<file path="config.mk">
export PLATFORM = sky130hd
export DESIGN_NAME = riscv_run_controller
export DESIGN_NICKNAME = d
export VERILOG_FILES = /design/src/rtl/riscv_run_controller.sv
export SDC_FILE = /design/constraint.sdc
export NUM_CORES = 1
export LEC_CHECK = 0
export BUFFER_PORTS_ARGS = -buffer_cell sky130_fd_sc_hd__buf_2
export CORE_MARGIN = 4
export CORE_UTILIZATION = 45
export CTS_CLUSTER_SIZE = 20
export DETAILED_ROUTE_END_ITERATION = 7
export GPL_TIMING_DRIVEN = 0
export PLACE_DENSITY = 0.68
export SETUP_SLACK_MARGIN = 0.1
export SLEW_MARGIN = 20
export SYNTH_ARGS = -nofsm -noshare
export SYNTH_HDL_FRONTEND = slang
export SYNTH_SLANG_ARGS = --single-unit
</file>
<file path="constraint.sdc">
create_clock -name clk -period 4.05 [get_ports clk]
set_clock_uncertainty 0.05 [all_clocks]
set_input_delay 0.6075 -clock clk [delete_from_list [all_inputs] [get_ports clk]]
set_output_delay 0.6075 -clock clk [all_outputs]
set_load 0.005 [all_outputs]
</file>
<file path="src/rtl/riscv_run_controller.sv">
// Run controller for a core under test: holds the core in reset, lets it run,
// and grades the run once the result bus settles or the cycle budget runs out.
module riscv_run_controller #(
    parameter int RESULT_W      = 16,
    parameter int RST_CYCLES    = 4,
    parameter int STABLE_CYCLES = 8,
    parameter int TIMEOUT       = 100,
    parameter int CNT_W         = 16
) (
    input  logic                clk,
    input  logic                reset,
    input  logic                start,
    input  logic                abort,
    input  logic [RESULT_W-1:0] result,
    input  logic [RESULT_W-1:0] expected,
    output logic                cpu_rst_n,
    output logic                done,
    output logic                pass,
    output logic                timeout,
    output logic [CNT_W-1:0]    cycles,
    output logic [RESULT_W-1:0] final_result
);
    localparam int RST_W  = $clog2(RST_CYCLES + 1);
    localparam int STAB_W = $clog2(STABLE_CYCLES + 1);
    localparam logic [RST_W-1:0]  RST_LAST  = RST_W'(RST_CYCLES - 1);
    localparam logic [STAB_W-1:0] STAB_DONE = STAB_W'(STABLE_CYCLES);
    localparam logic [STAB_W-1:0] STAB_ONE  = STAB_W'(1);
    localparam logic [CNT_W-1:0]  CNT_TO    = CNT_W'(TIMEOUT);
    localparam logic [CNT_W-1:0]  CNT_MAX   = '1;

    typedef enum logic [2:0] {IDLE, RESET_CPU, RUN, PASS, FAIL} state_e;

    state_e              state_q, state_d;
    logic [RST_W-1:0]    rst_cnt_q, rst_cnt_d;
    logic [STAB_W-1:0]   stab_q, stab_d, stab_inc;
    logic [CNT_W-1:0]    cycles_q, cycles_d, cycles_inc;
    logic [RESULT_W-1:0] prev_q, prev_d, final_q, final_d;
    logic                cpu_rst_n_q, cpu_rst_n_d, done_q, done_d;
    logic                pass_q, pass_d, timeout_q, timeout_d;
    logic                stable, timeout_hit;

    // cycles is cleared on every start, so zero in RUN marks the first RUN cycle
    always_comb begin
        cycles_inc = (cycles_q == CNT_MAX) ? cycles_q : cycles_q + 1'b1;
        if (cycles_q == '0 || result != prev_q) stab_inc = STAB_ONE;
        else                                    stab_inc = stab_q + 1'b1;
        stable      = (stab_inc == STAB_DONE);
        timeout_hit = (cycles_inc >= CNT_TO);
    end

    always_comb begin
        state_d     = state_q;
        rst_cnt_d   = rst_cnt_q;
        stab_d      = stab_q;
        cycles_d    = cycles_q;
        prev_d      = prev_q;
        final_d     = final_q;
        cpu_rst_n_d = cpu_rst_n_q;
        done_d      = done_q;
        pass_d      = pass_q;
        timeout_d   = timeout_q;
        if (abort) begin
            state_d     = IDLE;
            cpu_rst_n_d = 1'b0;
            done_d      = 1'b0;
            pass_d      = 1'b0;
            timeout_d   = 1'b0;
        end else begin
            case (state_q)
                IDLE, PASS, FAIL: if (start) begin
                    state_d     = RESET_CPU;
                    rst_cnt_d   = '0;
                    stab_d      = '0;
                    cycles_d    = '0;
                    final_d     = '0;
                    cpu_rst_n_d = 1'b0;
                    done_d      = 1'b0;
                    pass_d      = 1'b0;
                    timeout_d   = 1'b0;
                end
                RESET_CPU: begin
                    if (rst_cnt_q == RST_LAST) begin
                        state_d     = RUN;
                        rst_cnt_d   = '0;
                        cpu_rst_n_d = 1'b1;
                    end else begin
                        rst_cnt_d = rst_cnt_q + 1'b1;
                    end
                end
                RUN: begin
                    cycles_d = cycles_inc;
                    prev_d   = result;
                    stab_d   = stab_inc;
                    // stability is tested first so it wins a tie with the timeout
                    if (stable || timeout_hit) begin
                        final_d     = result;
                        cpu_rst_n_d = 1'b0;
                        done_d      = 1'b1;
                        pass_d      = stable && (result == expected);
                        timeout_d   = !stable;
                        state_d     = (stable && result == expected) ? PASS : FAIL;
                    end
                end
                default: state_d = IDLE;
            endcase
        end
    end

    always_ff @(posedge clk) begin
        if (!reset) begin
            state_q     <= IDLE;
            rst_cnt_q   <= '0;
            stab_q      <= '0;
            cycles_q    <= '0;
            prev_q      <= '0;
            final_q     <= '0;
            cpu_rst_n_q <= 1'b0;
            done_q      <= 1'b0;
            pass_q      <= 1'b0;
            timeout_q   <= 1'b0;
        end else begin
            state_q     <= state_d;
            rst_cnt_q   <= rst_cnt_d;
            stab_q      <= stab_d;
            cycles_q    <= cycles_d;
            prev_q      <= prev_d;
            final_q     <= final_d;
            cpu_rst_n_q <= cpu_rst_n_d;
            done_q      <= done_d;
            pass_q      <= pass_d;
            timeout_q   <= timeout_d;
        end
    end

    assign cpu_rst_n    = cpu_rst_n_q;
    assign done         = done_q;
    assign pass         = pass_q;
    assign timeout      = timeout_q;
    assign cycles       = cycles_q;
    assign final_result = final_q;
endmodule
</file>
==> impl_metrics.ini <==
[timing]
number_of_max_slew_violations_in_the_final_report = 0
setup_repair_after_global_routing_missed_its_margin = no
timing.setup.tns_ns = 0
timing_worst_slew_pin_value_ns = 0.948
max_freq_ghz = 0.278
timing.final.setup_violations = 0
hold_violations = 0
timing.max_slew.rel_slack = 0.366
final.min_clock_period_ns = 3.59
layout_worst_path_cycle_share = 0.887

[yosys]
asyncSetResetFlopFracSynth = 0
synth_enable_flop_cells = 0
synth_cells = 407
postSynthAreaPerCell_um2 = 8.38
top_cells_by_area_in_the_synthesized_netlist = sky130_fd_sc_hd__dfxtp_1 (36%), sky130_fd_sc_hd__xnor2_1 (6.7%), sky130_fd_sc_hd__nand2_1 (5.5%)
synth_top_family_by_area = simple AND/OR/NAND/NOR gates
synth_compound_area_frac = 0.215
synth_top_cells_by_count = sky130_fd_sc_hd__dfxtp_1 (62), sky130_fd_sc_hd__nand2_1 (50), sky130_fd_sc_hd__nor2_1 (26), sky130_fd_sc_hd__xnor2_1 (26), sky130_fd_sc_hd__a21oi_1 (22)
synth.yosys.seq_area_share = 0.364
mappedNetlistArea_um2 = 3410
synth.ff_latch_count = 62
synthMostInstantiatedCell = sky130_fd_sc_hd__dfxtp_1
post-synth-top-area-cell = sky130_fd_sc_hd__dfxtp_1
synthSimpleGateAreaFrac = 0.262
yosysTopAreaCellShare = 0.364
synth-main-ff-cell = sky130_fd_sc_hd__dfxtp_1
synth_warnings = 0
synthMuxAreaShare = 0.00587
synth_adder_area_share = 0.0147
syn_nets = 447
synthDistinctLibCells = 55
synth_xor_area_frac = 0.0924

[cts]
post_cts_resize_count = 0
clkTransAtPathRegs_ns = 0.07
cts_made_buffers = 9
clock_tree.htree_level_count = 3
clock_insertion_delay_worst_skew_ns = 0.35
numClockSinks = 62
post-cts-setup-buffers = 0
cts_root_buf = sky130_fd_sc_hd__clkbuf_8
cts_buffer_depth = 2
tritoncts_clock_tree = done
number_of_buffers_inserted_by_hold_repair_at_cts = 0

[power]
power_frac_seq = 0.448
fraction_of_power_spent_switching_nets = 0.242
clock_power_share = 0.466
internal_power_w = 0.00104
p_per_area_nw_per_um2 = 334
comb_power_share = 0.086
max-vdd-ir-drop_v = 0.000194
power.static_leakage_nw = 1.66
power.switching_w = 0.000333

[worst_setup_path]
worst-endpoint-required_ns = 4.29
worstPathMaxFanout = 10
end_kind = flip-flop
start_kind = flip-flop
worstSetupPathType = reg -> reg
rr_startpoint = cycles[0]$_SDFFE_PN0P_
worstSetupStartpoint = cycles[0]$_SDFFE_PN0P_
worst_ep_arrival_time_ns = 3.83

[routing]
detail_route.vias_per_cell = 5.59
length_of_the_first_detailed_routing_pass_in_iterations = 5
detail_route.drc_violations = 0
ant_nets = 0
vias = 3317
drt_iter0_markers = 175
route.detailed.wl_per_inst_um = 15.5
totalWireLength_um = 9180

[cells_and_area]
storage_cell_area_um2 = 1240
area_growth_pct = 20.9
antenna_cells_inserted = 0
num-fill-cells = 720
multi_input_comb_area_um2 = 2010
nets = 529
share_of_post_route_cells_with_drive_strength_above_1 = 0.223
final_area_um2 = 4120

[run]
maxCapViolations = 0

[floorplanning]
core_area_um2 = 7290
boundaryPins = 72
die_h_um = 95.1
dieWidth_um = 95.1
floorplan.initialDensity = 0.468
dieArea_um2 = 9040
std_cell_rows = 31

[grt]
grt_max_degree = 12
first_global_vias = 3141
antenna_found_initial = 0
grt_first_pass_wirelength_um = 14800
grt_util_all_layers = 0.210
gr-total-overflow = 0

[place]
gp_congestion = 0.905
placed_area_um2 = 3890
buffer_ports.inserted = 71
place.detailed.hpwl_um = 6700

[min_path]
min-delay-start = rst_cnt_q[2]$_SDFFE_PN0P_
worst_hold_path_type = reg -> reg

[status]
run_status = finished clean
-- metal layers --
layer | routed length [um] | track usage
met5 | 0 | 0
met4 | 135 | 0.0769
met3 | 594 | 0.0513
met2 | 4210 | 0.338
met1 | 4240 | 0.272
-- critical path, cell delays in order, from the launching register on --
cell and delay (ns):
sky130_fd_sc_hd__dfxtp_1 0.51, sky130_fd_sc_hd__ha_1 0.19, sky130_fd_sc_hd__buf_2 0.18, sky130_fd_sc_hd__nand3_1 0.24, sky130_fd_sc_hd__or4_1 0.59, sky130_fd_sc_hd__buf_6 0.16, sky130_fd_sc_hd__nand4_4 0.10, sky130_fd_sc_hd__xnor2_1 0.14
sky130_fd_sc_hd__o2111ai_2 0.23, sky130_fd_sc_hd__and4_4 0.27, sky130_fd_sc_hd__nor3_2 0.49, sky130_fd_sc_hd__buf_6 0.23, sky130_fd_sc_hd__a22o_1 0.14
-- layout by cell type (no fill, tap or decap), types with 3 or more instances in the layout --
| cell type | count |
|---|---|
| sky130_fd_sc_hd__nand4_4 | 3 |
| sky130_fd_sc_hd__a21oi_1 | 22 |
| sky130_fd_sc_hd__or2_2 | 3 |
| sky130_fd_sc_hd__xor2_1 | 10 |
| sky130_fd_sc_hd__dfxtp_1 | 62 |
| sky130_fd_sc_hd__nand2_1 | 50 |
| sky130_fd_sc_hd__buf_2 | 79 |
| sky130_fd_sc_hd__ha_1 | 4 |
| sky130_fd_sc_hd__a21boi_0 | 15 |
| sky130_fd_sc_hd__inv_1 | 8 |
| sky130_fd_sc_hd__o211a_1 | 3 |
| sky130_fd_sc_hd__clkbuf_1 | 11 |
| sky130_fd_sc_hd__nand3b_1 | 3 |
| sky130_fd_sc_hd__xnor2_1 | 26 |
| sky130_fd_sc_hd__nor4_1 | 8 |
| sky130_fd_sc_hd__nor3_1 | 12 |
| sky130_fd_sc_hd__and2_1 | 3 |
| sky130_fd_sc_hd__and3_1 | 4 |
| sky130_fd_sc_hd__clkbuf_8 | 11 |
| sky130_fd_sc_hd__buf_6 | 3 |
| sky130_fd_sc_hd__a211oi_1 | 5 |
| sky130_fd_sc_hd__a22o_1 | 16 |
| sky130_fd_sc_hd__a22oi_1 | 4 |
| sky130_fd_sc_hd__nand3_1 | 14 |
| sky130_fd_sc_hd__nand4_1 | 13 |
| sky130_fd_sc_hd__nor2b_1 | 9 |
| sky130_fd_sc_hd__a31oi_1 | 7 |
| sky130_fd_sc_hd__nor3b_1 | 3 |
| sky130_fd_sc_hd__o21ai_0 | 13 |
| sky130_fd_sc_hd__nor2_1 | 26 |
| sky130_fd_sc_hd__nand2b_1 | 5 |
-- worst paths after layout --
check | slack (ns) | depth (start not counted) | endpoint
max reg2reg | 0.46 | 12 | final_result[6]$_SDFFE_PN0P_
min | 0.40 | 1 | rst_cnt_q[2]$_SDFFE_PN0P_
max | 0.46 | 12 | final_result[6]$_SDFFE_PN0P_
min reg2reg | 0.40 | 1 | rst_cnt_q[2]$_SDFFE_PN0P_
-- metrics by stage --
stage                     hold slack (ns)  cells  setup WS (ns)  utilization  power [W]
final                               0.403    593          0.459        0.566    0.00138
after global routing                0.409    593          0.241        0.566    0.00142
after CTS                           0.403    593          0.438        0.566    0.00138
after detailed placement            0.392    577          0.448        0.534   0.000750
after global placement              0.384    577          0.489        0.534   0.000748
after floorplan                     0.378    407           1.04            -   0.000699
-- registers in the layout, indices dropped and copies added (netlist names) --
name / count
prev_q: 16
final_result: 16
done: 1
cpu_rst_n: 1
stab_q: 4
state_q: 3
cycles: 16
rst_cnt_q: 3
pass: 1
timeout: 1
-- power groups by stage --
stage	Clock [W]	Sequential, W	Combinational, W
after floorplan	0	0.000631	0.0000677
after global placement	0	0.000631	0.000117
after detailed placement	0	0.000631	0.000119
after CTS	0.000647	0.000617	0.000119
after global routing	0.000675	0.000617	0.000131
final	0.000642	0.000617	0.000119
-- layout make-up --
| class | instances | share of cell area |
|---|---|---|
| clock buffers | 11 | 0.0367 |
| plain buffers | 25 | 0.0316 |
| clock inverters | 5 | 0.0197 |
| repair buffers | 71 | 0.0862 |
| well taps | 99 | 0.0300 |
| multi-input cells | 312 | 0.488 |
| inverters | 8 | 0.00728 |
| flip-flops and latches | 62 | 0.301 |
-- kinds of logic (layout without fill, tap and decap cells) --
group,Yosys count,count (layout)
flops,62,62
compound gates,104,104
buf+inv,33,120
fa+ha+maj,4,4
mux,2,2
simple gates,166,166
xor+xnor,36,36
No activity file was read; power rests on OpenSTA's default activity.
